[src/rtl/mr_cmd_sequencer.sv]
// Mode-register MRW/MRR command sequencer: waits for an idle command bus, issues one
// command, enforces tMRW/tMRR spacing and pulses done. Optional feature: MRR_TIMEOUT_EN.
module mr_cmd_sequencer #(
  parameter  int NB_RANK         = 2,
  parameter  int TMRW_CYC        = 10,
  parameter  int TMRR_CYC        = 8,
  parameter  int MRR_TIMEOUT_CYC = 1024,
  localparam int RANK_W          = $clog2(NB_RANK)
) (
  input  logic              pclk_i,
  input  logic              prst_ni,
  input  logic              mrw_req_i,
  input  logic              mrr_req_i,
  input  logic [7:0]        mr_addr_i,
  input  logic [7:0]        mr_data_i,
  input  logic [RANK_W-1:0] rank_idx_i,
  input  logic              mc_idle_i,
  output logic              cmd_valid_o,
  input  logic              cmd_ready_i,
  output logic [1:0]        cmd_type_o,
  output logic [RANK_W-1:0] cmd_rank_o,
  output logic [7:0]        cmd_addr_o,
  output logic [7:0]        cmd_data_o,
  input  logic              rd_valid_i,
  input  logic [7:0]        rd_data_i,
  output logic              busy_o,
  output logic              mrw_done_o,
  output logic              mrr_done_o,
  output logic [7:0]        mrr_data_o,
  output logic              err_o
);

  typedef enum logic [2:0] {IDLE, WAIT_MC, ISSUE, MRW_GAP, MRR_WAIT, DONE} state_t;

  state_t            state, state_n;
  logic              op_mrr;
  logic [7:0]        cnt, cnt_n;
  logic              captured;
  logic [7:0]        mrr_data;
  logic [7:0]        lat_addr, lat_data;
  logic [RANK_W-1:0] lat_rank;
  logic              latch, capture, accept;

`ifdef MRR_TIMEOUT_EN
  logic [15:0] to_cnt;
  logic        timeout;
  logic        err_flag;
`else
  logic unused_timeout_cfg;
  assign unused_timeout_cfg = (MRR_TIMEOUT_CYC != 0);
`endif

  always_comb begin
    state_n     = state;
    cnt_n       = cnt;
    latch       = 1'b0;
    capture     = 1'b0;
    accept      = 1'b0;
    cmd_valid_o = 1'b0;
`ifdef MRR_TIMEOUT_EN
    timeout     = 1'b0;
`endif
    case (state)
      IDLE: begin
        if (mrw_req_i || mrr_req_i) begin
          latch   = 1'b1;
          state_n = WAIT_MC;
        end
      end
      WAIT_MC: if (mc_idle_i) state_n = ISSUE;
      ISSUE: begin
        cmd_valid_o = 1'b1;
        if (cmd_ready_i) begin
          accept  = 1'b1;
          cnt_n   = op_mrr ? 8'(TMRR_CYC - 1) : 8'(TMRW_CYC - 1);
          state_n = op_mrr ? MRR_WAIT : MRW_GAP;
        end
      end
      MRW_GAP: begin
        if (cnt == 8'd0) state_n = DONE;
        else             cnt_n   = cnt - 8'd1;
      end
      MRR_WAIT: begin
        if (cnt != 8'd0) cnt_n = cnt - 8'd1;
        if (!captured && rd_valid_i) capture = 1'b1;
        // A beat in the cycle the spacing expires completes without an extra cycle
        if ((captured || rd_valid_i) && cnt == 8'd0) state_n = DONE;
`ifdef MRR_TIMEOUT_EN
        else if (!captured && !rd_valid_i && to_cnt == 16'd0) begin
          timeout = 1'b1;
          state_n = DONE;
        end
`endif
      end
      DONE:    state_n = IDLE;
      default: state_n = IDLE;
    endcase
  end

  always_ff @(posedge pclk_i or negedge prst_ni) begin
    if (!prst_ni) begin
      state    <= IDLE;
      op_mrr   <= 1'b0;
      cnt      <= 8'd0;
      captured <= 1'b0;
      mrr_data <= 8'd0;
    end else begin
      state <= state_n;
      cnt   <= cnt_n;
      if (latch) begin
        op_mrr   <= !mrw_req_i;
        captured <= 1'b0;
      end
      if (capture) begin
        captured <= 1'b1;
        mrr_data <= rd_data_i;
      end
`ifdef MRR_TIMEOUT_EN
      else if (timeout) mrr_data <= 8'hFF;
`endif
    end
  end

  // Command fields need no reset: they are only visible while cmd_valid_o is high
  always_ff @(posedge pclk_i) begin
    if (latch) begin
      lat_addr <= mr_addr_i;
      lat_data <= mr_data_i;
      lat_rank <= rank_idx_i;
    end
  end

`ifdef MRR_TIMEOUT_EN
  always_ff @(posedge pclk_i or negedge prst_ni) begin
    if (!prst_ni) begin
      to_cnt   <= 16'd0;
      err_flag <= 1'b0;
    end else begin
      if (accept)                                to_cnt <= 16'(MRR_TIMEOUT_CYC - 1);
      else if (state == MRR_WAIT && to_cnt != 0) to_cnt <= to_cnt - 16'd1;
      if (latch)        err_flag <= 1'b0;
      else if (timeout) err_flag <= 1'b1;
    end
  end
  assign err_o = (state == DONE) && err_flag;
`else
  logic unused_accept;
  assign unused_accept = accept;
  assign err_o = 1'b0;
`endif

  assign cmd_type_o = cmd_valid_o ? (op_mrr ? 2'b10 : 2'b01) : 2'b00;
  assign cmd_addr_o = cmd_valid_o ? lat_addr : 8'd0;
  assign cmd_data_o = cmd_valid_o ? lat_data : 8'd0;
  assign cmd_rank_o = cmd_valid_o ? lat_rank : '0;
  assign busy_o     = (state != IDLE);
  assign mrw_done_o = (state == DONE) && !op_mrr;
  assign mrr_done_o = (state == DONE) && op_mrr;
  assign mrr_data_o = mrr_data;

endmodule

[config.mk]
export PLATFORM = sky130hd
export DESIGN_NAME = mr_cmd_sequencer
export DESIGN_NICKNAME = d
export VERILOG_FILES = /design/src/rtl/mr_cmd_sequencer.sv
export SDC_FILE = /design/constraint.sdc
export NUM_CORES = 1
export LEC_CHECK = 0
export ABC_AREA = 1
export CORE_MARGIN = 2
export CORE_UTILIZATION = 46
export DETAILED_ROUTE_END_ITERATION = 7
export PLACE_DENSITY = 0.8
export SLEW_MARGIN = 20
export SYNTH_ARGS = -nofsm -noshare
export SYNTH_HDL_FRONTEND = slang
export SYNTH_SLANG_ARGS = --single-unit
[constraint.sdc]
create_clock -name pclk_i -period 2.4 [get_ports pclk_i]
set_clock_uncertainty 0.15 [all_clocks]
set_input_delay 0.36 -clock pclk_i [delete_from_list [all_inputs] [get_ports pclk_i]]
set_output_delay 0.36 -clock pclk_i [all_outputs]
set_load 0.1 [all_outputs]
# Word level (Yosys, flattened, before mapping)
# Index checks and enable logic that the tools add are counted.
# totals
reg_bits,38
latchBits,0
ram_bits,0
rom_bits,0
in_bits,32
output_inout_bits,32
word_cells,62
n_memories,0
# classes
n_addsub,1
multipliers,0
div_mod_pow,0
magnitude_cmp,0
n_eq_ne,12
shift,0
n_mux,24
n_bitwise,0
reduce_logical,17
# op_table
cell,count
two-way mux 8 bit,5
one-hot mux 8 bit (3 select lines),1
two-way mux 3 bit,6
one-hot mux 3 bit (5 select lines),1
!= test 2 bit (second input constant),7
zero test 8 bit,1
two-way mux 1 bit,8
nonzero test 8 bit,1
subtractor 8 x 1 -> 8 bit (second input constant),1
equality test 3 x 2 -> 1 bit (second input constant),2
equality test 3 bit (second input constant),2
nonzero test 3 bit,2
AND reduction 5 bit,1
logical AND 1 bit,4
two-way mux 2 bit,2
two-way mux 4 bit,1
AND reduction 4 bit,1
equality test 3 x 1 -> 1 bit (second input constant),1
zero test 1 bit,3
zero test 3 bit,1
logical OR 1 bit,2
nonzero test 2 bit,1

# Depth between registers and ports, before layout
# Gate-level depths: netlist of the first run.
# logic_depth
depth_word,5
depth_mapped,10
ltp_nobuf,10

# Worst setup path after synthesis of the first run
# OpenSTA, ideal clock, no wires.
# synth_timing
kind,register to register
startpoint,register state[1]
endpoint,"register lat_addr[0], enable pin"
setup_ns,0.395
arrival_time_ns,2.281
required_ns,1.855
slack_ns,-0.426
stages_incl_launch_ff,4
path_buffers,0
synth_period_minus_slack_ns,2.826
cell_sequence,dfrtp_1 > nor2_2 > nand2_1 > nor2_1
# synth_between
elab_chain_len,2
# synth_lines
element,line,rtl
from (decl),35,"state_t state, state_n;"
from (signal assigned),108,state <= state_n;
zero test 3 bit,63,case (state)
two-way mux 1 bit,63,
via latch,42,"logic latch, capture, accept;"
to (signal assigned),127,lat_addr <= mr_addr_i;
to (decl),40,"logic [7:0] lat_addr, lat_data;"
# The timed path passes the listed nets, and every way through them passes these cells.
# A chain may end at the register's enable or synchronous reset.

# Final worst setup path of the first run
# layout_timing
startpoint,register state[2]
endpoint,output port cmd_type_o[0]
# layout_between
elab_chain_len,3
# layout_lines
element,line,rtl
equality test 3 x 2 -> 1 bit,63,
two-way mux 1 bit,63,
two-way mux 2 bit,152,assign cmd_type_o = cmd_valid_o ? (op_mrr ? 2'b10 : 2'b01) : 2'b00;
to (decl),20,"output logic [1:0] cmd_type_o,"
# No other way between the ends.

==> impl_metrics.json, run 1 <==
{
  "status": "finished, final reports clean",
  "final_util_pct": 73.9,
  "antenna_cells": 0,
  "ys_seq_area_share_pct": 51.8,
  "p_sw_share_pct": 53.0,
  "initial_core_util_pct": 49.0,
  "routedWlPerCell_um": 13.1,
  "drt_iter0_drc": 135,
  "setup_ws_ns": 0.191,
  "cts.sinks": 38,
  "clockBufferDepth": 2,
  "period_minus_slack_ns": 2.21,
  "fillers": 289,
  "rsz0062_at_grt": "false",
  "synth-main-ff-cell": "dfrtp_1",
  "cts_hold_buf": 0,
  "cp_slowest_cell": "dfrtp_1",
  "hold_viol_final": 0,
  "syn2layout_area_growth_pct": 51.0,
  "synth-adder-area-share_pct": 1.25,
  "hold_ws_ns": 0.236,
  "dp_hpwl_um": 3490,
  "yosysTopAreaCell": "dfrtp_1",
  "synth_xor_area_share_pct": 0.438,
  "clkPwrFrac_pct": 13.9,
  "start_kind": "register",
  "first_pass_iters": 4,
  "synthMuxAreaShare_pct": 0.500,
  "intPower_mw": 2.18,
  "criticalPathCategory": "reg2out",
  "fmax_ghz": 0.453,
  "synth-edff-count": 17,
  "std_cell_rows": 23,
  "insertion_delay_ns": 0.31,
  "cp-end-kind": "output port",
  "ant_nets": 0,
  "vias": 1698,
  "cts.root.buffer_cell": "clkbuf_8",
  "drc": 0,
  "worst_pin_slew_ns": 0.531,
  "hp-class": "in2async",
  "timing.rr.end": "lat_addr[2]",
  "path_max_fanout": 22,
  "synthCells": 239,
  "p_seq_share_pct": 24.5,
  "maxSlewViolCount": 0,
  "die_x_um": 70.0,
  "synth.most_common_cell": "nand2_1",
  "syn_area_per_cell_sq_um": 8.37,
  "clkTransAtPathRegs_ns": 0.09,
  "synthTopCellsByCount": "nand2_1, inv_1, nor2_1, dfrtp_1, edfxtp_1",
  "antenna_found_initial": 0,
  "synth_top_area_share_pct": 26.3,
  "die_h_um": 70.0,
  "worstPathArrival_ns": 1.70,
  "numPortBuffers": 62,
  "synthesis.nets": 273,
  "peakVddDrop_mv": 1.15,
  "max_stage_delay_ns": 0.45,
  "routed_wl_um": 4680,
  "ys_types": 25,
  "maxCapViolations": 0,
  "async_flop_share_pct": 55.3,
  "comb_power_share_pct": 61.6,
  "synth-seq-cells": 38,
  "grt_pass1_wl_um": 7820,
  "grt_max_degree": 23,
  "cts-htree-levels": 2,
  "rr_startpoint": "state[1]",
  "grt_pass1_vias": 1691,
  "grt_usage_pct": 20.8,
  "relSlewSlack_pct": 64.5,
  "drive_gt1_share_pct": 23.2,
  "nets": 339,
  "power_mw": 4.63,
  "cellLeakagePower_nw": 1.48,
  "synth_top_family_by_area": "simple AND/OR/NAND/NOR gates",
  "yosys_warnings": 0,
  "grt.overflow.total": 0,
  "setup_viol": 0,
  "required_ns": 1.89,
  "dieArea_sq_um": 4890,
  "pwr_density_cell_nw_per_um2": 1530,
  "gp_congestion": 0.915,
  "synth_area_sq_um": 2000,
  "post_cts_buffers": 0,
  "pre_cts_ws_ns": 0.465,
  "io_pins": 64,
  "r2r_cells": 3,
  "synthSimpleGateAreaFrac_pct": 30.6,
  "crit_chain": "inv_2 -> nand3_4 -> inv_4 -> nand2_1 -> inv_1 -> buf_12",
  "cts_tree": "yes",
  "synth_compound_area_share_pct": 5.25,
  "p_sw_mw": 2.45,
  "tns_ns": 0,
  "cts_buffers": 5,
  "rrSetupSlack_ns": 0.53,
  "viasPerCell": 4.77,
  "synth_area_leaders": "dfrtp_1, edfxtp_1, nand2_1, inv_1, nor2_1",
  "cts_resized": 0,
  "finalCritPeriodShare_pct": 92.0,
  "core_area_sq_um": 4090
}
[per-layer routing]
| layer | share of wire [%] | global-route usage, % | wire length, um | vias up |
|---|---|---|---|---|
| met5 | 0 | 0 | 0 | - |
| met1 | 41 | 23.2 | 1910 | 776 |
| met4 | 2.1 | 9.83 | 100 | 0 |
| li1 | - | - | - | 857 |
| met2 | 52 | 36.3 | 2450 | 53 |
| met3 | 4.6 | 6.06 | 214 | 12 |
[worst max-delay path by stage]
stage	startpoint	end	slack [ns]	cells past startpoint
CTS	state[2]	cmd_type_o[0]	0.17	6
global route	state[2]	cmd_type_o[0]	0.08	6
global placement	mrw_req_i	lat_addr[7]	0.51	3
finish	state[2]	cmd_type_o[0]	0.19	6
floorplan	state[2]	cmd_addr_o[5]	-0.34	5
detailed placement	mrw_req_i	op_mrr	0.47	4
[cell type report]
type,count,area (sq um),share of cell area [%]
repair buffers,63,838,27.8
flip-flops and latches,38,1040,34.3
multi-input cells,153,778,25.8
well taps,50,62.6,2.07
clock buffers,7,108,3.56
clock inverters,1,30.0,0.994
inverters,44,168,5.55
[per-stage QoR]
stage	area, sq um	std cells
after floorplan	2010	239
after global placement	2880	348
after detailed placement	2880	348
after CTS	3020	356
after global routing	3020	356
final	3020	356
[critical path: cells and delay by family, from the launching register on]
kind | cells | cell delay, ns
simple gates | 2 | 0.33
buf+inv | 4 | 0.60
flops | 1 | 0.45
[cell usage in the layout, fill, tap and decap left out]
cell type        netlist  layout
bufinv_16              0       1
o21ai_0                6       6
nand2_4                3       3
ha_1                   2       2
nor2_2                 2       4
xor2_1                 1       1
nand4_1                1       1
conb_1                 1       1
edfxtp_1              17      17
nand3_4                2       2
inv_2                  3       3
nand2_1               66      66
o21ai_2                8       8
clkdlybuf4s50_1        0      31
mux2i_1                1       1
dfrtp_1               21      21
nand2_2                7       7
nor2_8                 1       1
clkbuf_16              0       1
clkbuf_8               0       6
inv_1                 40      40
o21ai_1                1       1
nor2_1                38      35
nor2_4                 1       2
buf_4                  2       9
buf_12                 0      23
inv_4                  1       1
nand3_1               12      12
[registers in the layout, summed over array words and instances, names as in the netlist]
signal and count:
cnt 8, lat_addr 8, lat_data 8, mrr_data_o 8, state 3, captured 1, lat_rank 1, op_mrr 1
[kinds of logic (layout without fill, tap and decap cells)]
family                   after synthesis  after routing
adder cells (fa/ha/maj)                2              2
other                                  1              1
XOR/XNOR                               1              1
buffers and inverters                 48            115
multiplexers                           1              1
flip-flops                            38             38
AND/OR/NAND/NOR                      133            133
AO/OA/AOI/OAI                         15             15
[power by group through the flow]
| stage | clock network [mW] | registers, mW | logic, mW |
|---|---|---|---|
| 4_1_cts | 0.655 | 1.13 | 2.87 |
| 2_1_floorplan | 0 | 1.54 | 1.65 |
| 3_5_place_dp | 0 | 1.14 | 2.86 |
| 3_3_place_gp | 0 | 1.13 | 2.80 |
| 6_report | 0.645 | 1.13 | 2.85 |
| 5_1_grt | 0.682 | 1.16 | 3.05 |
Note: power is estimated with default switching activity, not from simulation.
==> run 2: changes to the inputs <==
ABC_AREA = unset   (was 1)
CORE_UTILIZATION = 45   (was 46)
==> impl_metrics.json, run 2 <==
{
  "synthesis.nets": 187,
  "worst_pin_slew_ns": 0.532,
  "hold_viol_final": 0,
  "yosysTopAreaCell": "dfrtp_1",
  "cp_slowest_cell": "dfrtp_1",
  "criticalPathCategory": "reg2out",
  "max_stage_delay_ns": 0.56,
  "maxSlewViolCount": 0,
  "ant_nets": 0,
  "insertion_delay_ns": 0.29,
  "synth-edff-count": 17,
  "syn_area_per_cell_sq_um": 12.2,
  "dp_hpwl_um": 3310,
  "rr_startpoint": "state[0]",
  "synth-seq-cells": 38,
  "grt_usage_pct": 20.2,
  "antenna_found_initial": 0,
  "synthTopCellsByCount": "dfrtp_1, and2_1, edfxtp_1, nor2_1, mux2_4",
  "synth_area_leaders": "dfrtp_1, edfxtp_1, mux2_4, and2_1, nor2_1",
  "core_area_sq_um": 4000,
  "cts.root.buffer_cell": "clkbuf_8",
  "final_common_cell": "clkdlybuf4s50_1",
  "final_cell_mix": "clkdlybuf4s50_1, buf_12, dfrtp_1",
  "die_x_um": 68.3,
  "period_minus_slack_ns": 2.25,
  "synthCells": 153,
  "io_pins": 64,
  "grt.overflow.total": 0,
  "std_cell_rows": 23,
  "gp_congestion": 0.906,
  "grt_pass1_vias": 1340,
  "timing.rr.end": "mrr_data_o[3]",
  "die_h_um": 68.3,
  "post_cts_buffers": 0,
  "yosys_warnings": 0,
  "relSlewSlack_pct": 64.5,
  "async_flop_share_pct": 55.3,
  "synth_area_sq_um": 1860,
  "hold_ws_ns": 0.255,
  "ys_types": 45,
  "clockBufferDepth": 2,
  "syn2layout_area_growth_pct": 52.5,
  "grt_pass1_wl_um": 6670,
  "synth.most_common_cell": "dfrtp_1",
  "ys_seq_area_share_pct": 55.6,
  "finalNonFillerCells": 266,
  "fmax_ghz": 0.444,
  "status": "finished, final reports clean",
  "grt_max_degree": 23,
  "routedWlPerCell_um": 16.0,
  "rsz0062_at_grt": "false",
  "cts_resized": 0,
  "numPortBuffers": 62,
  "clkTransAtPathRegs_ns": 0.07,
  "vias": 1393,
  "finalCritPeriodShare_pct": 93.9,
  "worstPathArrival_ns": 1.74,
  "path_max_fanout": 22,
  "cts-htree-levels": 2,
  "cts_tree": "yes",
  "dieArea_sq_um": 4670,
  "crit_chain": "nor3b_2 -> buf_4 -> nor2b_2 -> buf_12",
  "required_ns": 1.89,
  "synth_top_area_share_pct": 28.2,
  "cts_buffers": 5,
  "drt_iter0_drc": 43,
  "viasPerCell": 5.24,
  "drc": 0,
  "crit_family": "flip-flops",
  "antenna_cells": 0,
  "routed_wl_um": 4250,
  "hp-class": "in2async",
  "first_pass_iters": 4,
  "initial_core_util_pct": 46.5,
  "synth-main-ff-cell": "dfrtp_1",
  "setup_viol": 0,
  "nets": 249,
  "start_kind": "register",
  "r2r_cells": 3,
  "cp.buffers_inverters": 2,
  "drive_gt1_share_pct": 31.0,
  "cts_hold_buf": 0,
  "cts.sinks": 38,
  "final_util_pct": 71.0,
  "cp-end-kind": "output port",
  "rrSetupSlack_ns": 0.25,
  "maxCapViolations": 0,
  "place_inst": 258
}
==> run 2: final cells by class <==
type	instances	area, sq um
Inverter	6	22.5
Sequential cell	38	1040
Tap cell	50	62.6
Multi-Input combinational cell	100	777
Fill cell	271	1160
Timing Repair Buffer	64	846
Clock inverter	2	12.5
Clock buffer	6	82.6
==> run 2: kinds of logic (layout without fill, tap and decap cells) <==
logic type                 Yosys count  after routing  share of synthesized area (%)
xor gates and xnor gates             1              1                          0.471
adders and majority gates            2              2                           1.34
AOI/OAI and AO/OA                   21             21                           9.41
other                                1              1                          0.201
DFF                                 38             38                           55.6
buffers and inverters               15             78                           3.83
and+or+nand+nor                     64             64                           21.0
muxes                               11             11                           8.06
==> run 2: through the flow <==
stage / instance area (sq um) / worst slack, ns / setup TNS (ns)
after detailed placement: 2740 / 0.268 / 0
after floorplan: 1890 / -0.262 / -0.262
after global routing: 2840 / 0.0246 / 0
after global placement: 2740 / 0.343 / 0
after CTS: 2840 / 0.156 / 0
final: 2840 / 0.147 / 0
==> run 2: how the worst max path moves through the flow <==
stage	start	end	slack (ns)	cells past startpoint
after floorplan	state[0]	cmd_addr_o[6]	-0.26	4
after global placement	state[0]	mrr_data_o[5]	0.34	3
after detailed placement	state[0]	mrr_data_o[3]	0.27	3
after CTS	state[1]	cmd_type_o[0]	0.16	4
after global routing	state[1]	cmd_type_o[0]	0.02	4
final	state[1]	cmd_type_o[0]	0.15	4
==> run 2: routing by layer <==
metal,GRT usage [%],up-vias,share of wire [%]
li1,-,669,-
met1,25.9,665,41
met2,33.7,53,52
met3,4.11,6,5.7
met4,7.50,0,1.4
met5,0,-,0
Power of run 2 is left out: the tool's default activity adds up to more than one toggle a clock period on the data nets, which glitch-free logic cannot reach.
==> run 3: changes to the inputs <==
CORE_MARGIN = unset   (was 2)
MAX_ROUTING_LAYER = met4   (was unset)
==> impl_metrics.json, run 3 (synthesized netlist as in run 2, its figures left out) <==
{
  "insertion_delay_ns": 0.28,
  "cp_slowest_cell": "dfrtp_1",
  "cts.root.buffer_cell": "clkbuf_8",
  "setup.worst_path.start": "state[0]",
  "start_kind": "register",
  "worst_pin_slew_ns": 0.513,
  "crit_end": "cmd_type_o[0]",
  "grt_pass1_wl_um": 6470,
  "syn2layout_area_growth_pct": 55.1,
  "maxCapViolations": 0,
  "fmax_ghz": 0.440,
  "nets": 249,
  "die_x_um": 66.3,
  "core_area_sq_um": 4000,
  "relSlewSlack_pct": 65.8,
  "ant_nets": 0,
  "maxSlewViolCount": 0,
  "dp_hpwl_um": 3070,
  "hp-class": "in2async",
  "gp_congestion": 0.811,
  "rr_startpoint": "state[0]",
  "required_ns": 1.89,
  "setup_ws_ns": 0.126,
  "die_h_um": 66.3,
  "criticalPathCategory": "reg2out",
  "path_max_fanout": 22,
  "first_pass_iters": 4,
  "final_common_cell": "clkdlybuf4s50_1",
  "pre_cts_ws_ns": 0.291,
  "io_pins": 64,
  "timing.rr.end": "mrr_data_o[4]",
  "antenna_found_initial": 0,
  "cts-htree-levels": 2,
  "grt_max_degree": 23,
  "hold_ws_ns": 0.279,
  "cts_hold_buf": 0,
  "rsz0062_at_grt": "false",
  "status": "finished, final reports clean",
  "clkTransAtPathRegs_ns": 0.07,
  "max_stage_delay_ns": 0.50,
  "crit_chain": "nor3b_2 -> buf_4 -> nor2b_2 -> buf_12",
  "vias": 1409,
  "grt_pass1_vias": 1348,
  "initial_core_util_pct": 46.5,
  "drive_gt1_share_pct": 31.5,
  "rrSetupSlack_ns": 0.26,
  "antenna_cells": 0,
  "std_cell_rows": 23,
  "viasPerCell": 5.30,
  "setup_viol": 0,
  "routedWlPerCell_um": 15.5,
  "final_util_pct": 72.2,
  "cp-end-kind": "output port",
  "grt_usage_pct": 21.0,
  "worstPathArrival_ns": 1.76,
  "period_minus_slack_ns": 2.27,
  "routed_wl_um": 4130,
  "dieArea_sq_um": 4400,
  "hold_viol_final": 0,
  "numPortBuffers": 62,
  "grt.overflow.total": 0,
  "cts_buffers": 5,
  "final_cell_mix": "clkdlybuf4s50_1, buf_12, dfrtp_1",
  "cts.sinks": 38,
  "drt_iter0_drc": 42,
  "drc": 0,
  "clockBufferDepth": 2,
  "r2r_cells": 3,
  "finalCritPeriodShare_pct": 94.8,
  "cts_tree": "yes"
}
[run 3: changes by cell type in the layout (fill, tap and decap cells not counted)]
cell / previous run / this run
bufinv_16: 0 / 2
dfrtp_2: 0 / 1
clkinvlp_4: 1 / 0
clkinv_2: 1 / 0
dfrtp_1: 21 / 20
[run 3: through the flow]
stage / setup TNS [ns] / cells / area, sq um
after floorplan: -0.262 / 153 / 1890
after global placement: 0 / 258 / 2740
after detailed placement: 0 / 258 / 2740
after CTS: 0 / 266 / 2890
after global routing: 0 / 266 / 2890
final: 0 / 266 / 2890
[run 3: layout make-up]
cell class | instances | area [sq um]
Inverter | 6 | 22.5
Timing Repair Buffer | 64 | 846
Multi-Input combinational cell | 100 | 777
Sequential cell | 38 | 1040
Fill cell | 261 | 1110
Clock inverter | 2 | 60.1
Clock buffer | 6 | 82.6
Tap cell | 50 | 62.6
[run 3: worst min path at each step]
stage / slack, ns / depth (start not counted) / startpoint / to
6_report: 0.28 / 2 / prst_ni / captured
5_1_grt: 0.31 / 2 / prst_ni / mrr_data_o[2]
3_5_place_dp: 0.34 / 1 / cnt[4] / cnt[4]
3_3_place_gp: 0.32 / 1 / cnt[0] / cnt[0]
2_1_floorplan: -0.09 / 0 / prst_ni / captured
4_1_cts: 0.28 / 2 / prst_ni / mrr_data_o[2]
[run 3: critical path, delay by kind of cell, from the launching register on]
family | cells | cell delay [ns]
DFF | 1 | 0.50
and+or+nand+nor | 2 | 0.50
buffers and inverters | 2 | 0.46
[run 3: per-layer routing]
| metal | vias to the layer above | track usage, % | routed length (um) |
|---|---|---|---|
| met1 | 671 | 27.6 | 1740 |
| li1 | 663 | - | - |
| met4 | 0 | 7.18 | 27 |
| met2 | 73 | 32.0 | 2090 |
| met3 | 2 | 4.66 | 268 |
| met5 | - | - | 0 |
[run 3: repair_timing]
item,4_1_cts,5_1_grt
setup endpoints to repair,0,5
buffers inserted,0,0
gates resized for setup,0,1
Power of run 3 is left out for the same reason.
